<file path="config.mk">
export PLATFORM = sky130hd
export DESIGN_NAME = serial_add_ctrl_flat
export DESIGN_NICKNAME = d
export VERILOG_FILES = /design/src/rtl/serial_add_ctrl_if.sv /design/src/rtl/serial_add_ctrl.sv /design/src/flat_wrapper.sv
export SDC_FILE = /design/constraint.sdc
export NUM_CORES = 1
export LEC_CHECK = 0
export ABC_AREA = 1
export CAP_MARGIN = 20
export CELL_PAD_IN_SITES_DETAIL_PLACEMENT = 1
export CELL_PAD_IN_SITES_GLOBAL_PLACEMENT = 1
export CORE_MARGIN = 5
export CORE_UTILIZATION = 34
export CTS_CLUSTER_SIZE = 10
export DETAILED_ROUTE_END_ITERATION = 10
export GPL_TIMING_DRIVEN = 0
export HOLD_SLACK_MARGIN = 0.05
export PLACE_DENSITY = 0.78
export SETUP_SLACK_MARGIN = 0.2
export SYNTH_ARGS = -nofsm -noshare
export SYNTH_HDL_FRONTEND = slang
export SYNTH_SLANG_ARGS = --single-unit
</file>
<file path="constraint.sdc">
create_clock -name clk -period 1.4 [get_ports clk]
set_clock_uncertainty 0.15 [all_clocks]
set_input_delay 0.35 -clock clk [delete_from_list [all_inputs] [get_ports clk]]
set_output_delay 0.35 -clock clk [all_outputs]
set_load 0.1 [all_outputs]
</file>
<file path="src/rtl/serial_add_ctrl_if.sv">
// serial_add_ctrl_if: operand/result bundle for the bit-serial adder sequencer.
// With SERIAL_ADD_OVF_EN defined the bundle also carries the signed-overflow flag ovf.
interface serial_add_ctrl_if #(parameter int WIDTH = 8);
    logic             start;
    logic             sub;
    logic [WIDTH-1:0] a_in;
    logic [WIDTH-1:0] b_in;
    logic             cin;
    logic             busy;
    logic             done;
    logic [WIDTH-1:0] sum;
    logic             cout;
`ifdef SERIAL_ADD_OVF_EN
    logic             ovf;
    modport master(output start, sub, a_in, b_in, cin, input busy, done, sum, cout, ovf);
    modport slave(input start, sub, a_in, b_in, cin, output busy, done, sum, cout, ovf);
`else
    modport master(output start, sub, a_in, b_in, cin, input busy, done, sum, cout);
    modport slave(input start, sub, a_in, b_in, cin, output busy, done, sum, cout);
`endif
endinterface

</file>
<file path="src/rtl/serial_add_ctrl.sv">
// serial_add_ctrl: WIDTH-bit add/subtract time-sharing one full-adder cell, LSB first.
// Define SERIAL_ADD_OVF_EN to add the registered signed-overflow output ovf.
module serial_add_ctrl #(
    parameter int WIDTH = 8
) (
    input logic              clk,
    input logic              rst_n,
    serial_add_ctrl_if.slave bus
);
    localparam int CW = $clog2(WIDTH);
    typedef enum logic [1:0] {IDLE, RUN, DONE} state_t;
    state_t           state, state_nx;
    logic [WIDTH-1:0] a_sr, b_sr, res, res_nx, sum;
    logic [CW-1:0]    cnt;
    logic             carry, carry_nx, s, last, accept, busy, done, cout;
`ifdef SERIAL_ADD_OVF_EN
    logic             ovf;
    assign bus.ovf = ovf;
`endif
    assign s        = a_sr[0] ^ b_sr[0] ^ carry;
    assign carry_nx = (a_sr[0] & b_sr[0]) | (carry & (a_sr[0] ^ b_sr[0]));
    assign res_nx   = {s, res[WIDTH-1:1]};
    assign last     = cnt == CW'(WIDTH - 1);
    assign accept   = bus.start && state != RUN;
    assign bus.busy = busy;
    assign bus.done = done;
    assign bus.sum  = sum;
    assign bus.cout = cout;
    always_ff @(posedge clk or negedge rst_n) begin
        if (!rst_n) state <= IDLE;
        else        state <= state_nx;
    end
    always_comb begin
        state_nx = IDLE;
        busy     = 1'b0;
        done     = 1'b0;
        case (state)
            RUN: begin
                busy     = 1'b1;
                state_nx = last ? DONE : RUN;
            end
            DONE: begin
                done     = 1'b1;
                state_nx = bus.start ? RUN : IDLE;
            end
            default: state_nx = bus.start ? RUN : IDLE;
        endcase
    end
    // Subtraction is a + ~b + 1, so inversion and forced carry happen at load time.
    always_ff @(posedge clk or negedge rst_n) begin
        if (!rst_n) begin
            a_sr  <= '0;
            b_sr  <= '0;
            res   <= '0;
            carry <= 1'b0;
            cnt   <= '0;
            sum   <= '0;
            cout  <= 1'b0;
`ifdef SERIAL_ADD_OVF_EN
            ovf   <= 1'b0;
`endif
        end else if (accept) begin
            a_sr  <= bus.a_in;
            b_sr  <= bus.sub ? ~bus.b_in : bus.b_in;
            carry <= bus.sub | bus.cin;
            cnt   <= '0;
        end else if (state == RUN) begin
            a_sr  <= a_sr >> 1;
            b_sr  <= b_sr >> 1;
            carry <= carry_nx;
            res   <= res_nx;
            cnt   <= cnt + CW'(1);
            if (last) begin
                sum  <= res_nx;
                cout <= carry_nx;
`ifdef SERIAL_ADD_OVF_EN
                ovf  <= carry ^ carry_nx;
`endif
            end
        end
    end
endmodule

</file>
<file path="src/flat_wrapper.sv">
// flat-port wrapper written by rule: the top's interface ports become plain ports
module serial_add_ctrl_flat 
#(
    parameter int WIDTH = 8
)
  (clk, rst_n, bus_start, bus_sub, bus_a_in, bus_b_in, bus_cin, bus_busy, bus_done, bus_sum, bus_cout);
  serial_add_ctrl_if #(.WIDTH(WIDTH)) bus_i ();
  input logic clk;
  input logic rst_n;
  input wire logic [$bits(bus_i.start)-1:0] bus_start;
  input wire logic [$bits(bus_i.sub)-1:0] bus_sub;
  input wire logic [$bits(bus_i.a_in)-1:0] bus_a_in;
  input wire logic [$bits(bus_i.b_in)-1:0] bus_b_in;
  input wire logic [$bits(bus_i.cin)-1:0] bus_cin;
  output wire logic [$bits(bus_i.busy)-1:0] bus_busy;
  output wire logic [$bits(bus_i.done)-1:0] bus_done;
  output wire logic [$bits(bus_i.sum)-1:0] bus_sum;
  output wire logic [$bits(bus_i.cout)-1:0] bus_cout;
  assign bus_i.start = bus_start;
  assign bus_i.sub = bus_sub;
  assign bus_i.a_in = bus_a_in;
  assign bus_i.b_in = bus_b_in;
  assign bus_i.cin = bus_cin;
  assign bus_busy = bus_i.busy;
  assign bus_done = bus_i.done;
  assign bus_sum = bus_i.sum;
  assign bus_cout = bus_i.cout;
  serial_add_ctrl #(.WIDTH(WIDTH)) u_core (.clk(clk), .rst_n(rst_n), .bus(bus_i));
endmodule
</file>
==> flow_summary_export.csv <==
group,metric,value,unit
run_status,status,"finished with violations",
run_status,violations,"negative setup slack",
worst_setup_path,ff2ff_path_depth,5,
worst_setup_path,crit_path_cell_trace,"nor2_4 -> buf_6 -> buf_12 -> buf_12",
synthesis,synth_edf_count,0,
clocking,cts_root_buffer,"clkbuf_8",
synthesis,ys_ff_latch,38,
place,dp_hpwl,3054,um
route,ant_nets,0,
flow_run,drv_cap,0,
synthesis,synth_area_leaders,"dfrtp_1 55%, nand2_1 17%, nand3_1 10%, inv_1 3.9%, o21ai_0 2.0%",
synthesis,synth_top_area_share,0.5515,
synthesis,synth_cell_type_count,20,
synthesis,syn_area_per_cell,8.289,um2
pwr,powerDensity,2273,nW/um2
timing,setup_slack,-315.5,ps
worst_setup_path,critPathSlowestCell,"dfrtp_1",
grt,use_met1,0.1918,
worst_setup_path,startpoint_type,"register",
route,viasPerCell,4.737,
place,dpl_cell_area,2152,um2
layout,antenna_cells,0,
worst_setup_path,timing.rr.start,"u_core.state[1]",
place,io_buffers,30,
clocking,numCtsBuffers,5,
clocking,htreeDepth,2,
clocking,cts_sinks,38,
worst_setup_path,worst_path_dominant_cell_family,"flip-flops",
clocking,clk_latency,290,ps
synthesis,yosysTopAreaCell,"dfrtp_1",
route,drt-wirelength-per-cell,14.28,um
floorplan,rows,26,
place,gp_congestion,0.7350,
pwr,ir_drop,0.0008752,V
floorplan,die_x,81.21,um
place,dp.cells,308,
clocking,cts_tree,"yes",
worst_setup_path,cp_max_fo,2,
layout,final_nets,292,
grt,overflow,0,
timing,max-slew-margin-rel,0.4302,
grt,first_global_vias,1757,
pwr,power.leakage,1.334,nW
layout,instances_no_fill,339,
timing,finalSetupViolCount,7,
timing,fmax,582.9,MHz
layout,layout.area.seq,963.4,um2
layout,layout-drive-gt1-share,0.3606,
grt,met2_usage,0.3120,
timing,finalCriticalPeriod,1716,ps
worst_setup_path,regToRegEndpoint,"u_core.res[6]",
synthesis,ys.flop_type,"dfrtp_1",
worst_setup_path,slowest_delay,430,ps
grt,grt_usage,0.1672,
worst_setup_path,path_class,"register to primary output",
min_path,holdCritPathClass,"primary input to asynchronous set/reset pin",
grt,use_met3,0.03215,
grt,grt_pass1_wl,8404,um
route,drc,0,
synthesis,ys_seq_area_frac,0.5515,
grt,grt_most_used_layer,"met2",
synthesis,synth.net_count,232,
layout,fin_area,2758,um2
clocking,cts_hold_repair.buffers,0,
timing,rsz0062_at_grt,"true",
synthesis,yosys_warnings,0,
timing,min_period_over_period,1.225,
worst_setup_path,end_kind,"primary output",
worst_setup_path,critPathArrivalTime,1220,ps
floorplan,die-area,6595,um2
floorplan,core_area,5010,um2
worst_setup_path,cp.required,900,ps
floorplan,die_height,81.21,um
layout,multi_input_area,792.0,um2
synthesis,synthArstFlopShare,1.000,
route,wl,4841,um
grt,grt_max_degree,39,
worst_setup_path,r2r_slack,-30,ps
floorplan,start_util,0.3442,
timing,setup-tns-final,-686.9,ps
synthesis,netlist_area,1724,um2
timing,slew_viol_final,0,
route,vias,1606,
worst_setup_path,cp_num_buf_inv,3,
clocking,clk_pin_slew,70,ps
grt,antenna_found_initial,0,
route,drt_first_pass_iters,4,
timing,hold_violations,0,
route,drt_iter0_drc,69,
synthesis,synthTopCellsByCount,"80 x nand2_1, 38 x dfrtp_1, 35 x nand3_1, 18 x inv_1",
synthesis,yosysMostFrequentCell,"nand2_1",
layout,num-fill-cells,584,
floorplan,design.portCount,32,
synthesis,syn_inst,208,
timing,tightest_slew,854.6,ps
layout,syn_to_final_growth,59.94,%
worst_setup_path,crit_top_cell,"buf_12",
clocking,cts_buffer_depth,2,
==> logic make-up after synthesis <==
| group | after synthesis | synth area share |
|---|---|---|
| AO/OA/AOI/OAI | 16 | 0.04862 |
| buffers and inverters | 29 | 0.07546 |
| adder cells (fa/ha/maj) | 3 | 0.02612 |
| XOR/XNOR | 1 | 0.005081 |
| AND/OR/NAND/NOR | 121 | 0.2932 |
| flip-flops | 38 | 0.5515 |
==> per-layer routing <==
layer	routed length (um)	vias to the layer above
met3	272	5
met4	47	0
met5	0	-
met2	2511	45
li1	-	774
met1	2010	782
==> layout make-up <==
| type | instances | area share |
|---|---|---|
| Sequential cell | 38 | 0.3494 |
| Multi-Input combinational cell | 142 | 0.2872 |
| Clock buffer | 8 | 0.03993 |
| Tap cell | 70 | 0.03176 |
| Timing Repair Buffer | 52 | 0.2241 |
| Buffer | 9 | 0.03675 |
| Inverter | 20 | 0.03085 |
==> per-stage QoR <==
step | util | power (mW) | setup WS [ps] | hold WS (ps)
final | 0.5505 | 6.268 | -315.5 | 16.31
after global routing | 0.5505 | 6.644 | -359.9 | 94.46
after CTS | 0.5335 | 6.176 | -299.3 | 51.94
after detailed placement | 0.4296 | 4.238 | -1156 | 316.8
after global placement | 0.4306 | 4.142 | -1281 | 309.0
after floorplan | - | 3.573 | -20.32 | -95.59
==> worst max path at each step <==
stage          depth (start not counted)             from                 to
2_1_floorplan                          4  u_core.state[0]           bus_busy
3_3_place_gp                           1            rst_n  u_core.bus.sum[6]
3_5_place_dp                           5  u_core.state[0]           bus_busy
4_1_cts                                5  u_core.state[0]           bus_busy
5_1_grt                                4  u_core.state[1]           bus_busy
6_report                               4  u_core.state[1]           bus_busy
==> worst reg2reg max path, stage by stage (launching register included) <==
cell and delay [ps]:
dfrtp_1 430, inv_2 210, nand2_8 110, bufbuf_16 280, nand2_1 50, o21ai_0 70
==> state kept, by name, indices dropped and copies added (netlist names) <==
signal and flops:
u_core.carry 1, u_core.a_sr 8, u_core.res 7, u_core.cnt 3, u_core.state 2, u_core.b_sr 8, u_core.bus.sum 8, u_core.bus.cout 1
==> power by group <==
group,internal [mW],total [mW],switching [mW]
Combinational,1.54,3.54,2.00
Clock,0.497,0.873,0.376
Sequential,1.54,1.86,0.319
Total,3.57,6.27,2.69
==> cells in the final DEF, fill, tap and decap left out <==
master / n
a21oi_2: 1
a21oi_4: 1
buf_12: 12
buf_2: 2
buf_4: 15
buf_6: 11
buf_8: 1
bufbuf_16: 1
clkbuf_2: 1
clkbuf_8: 8
clkdlybuf4s15_1: 1
clkdlybuf4s50_1: 17
dfrtp_1: 28
dfrtp_2: 10
fa_2: 1
ha_2: 1
ha_4: 1
inv_1: 14
inv_2: 3
inv_4: 2
inv_6: 1
nand2_1: 69
nand2_2: 9
nand2_4: 2
nand2_8: 2
nand3_1: 32
nand3_2: 3
nor2_1: 1
nor2_2: 1
nor2_4: 2
o21ai_0: 6
o21ai_1: 3
o21ai_2: 5
or2_2: 1
xor2_1: 1
==> what timing repair did <==
item | in CTS | in global routing
resized for setup | 144 | 13
setup endpoints to repair | 49 | 49
pin swaps | 10 | 5
cloned | 6 | 0
setup buffers | 11 | 6
Power figures use the tool's default switching activity.
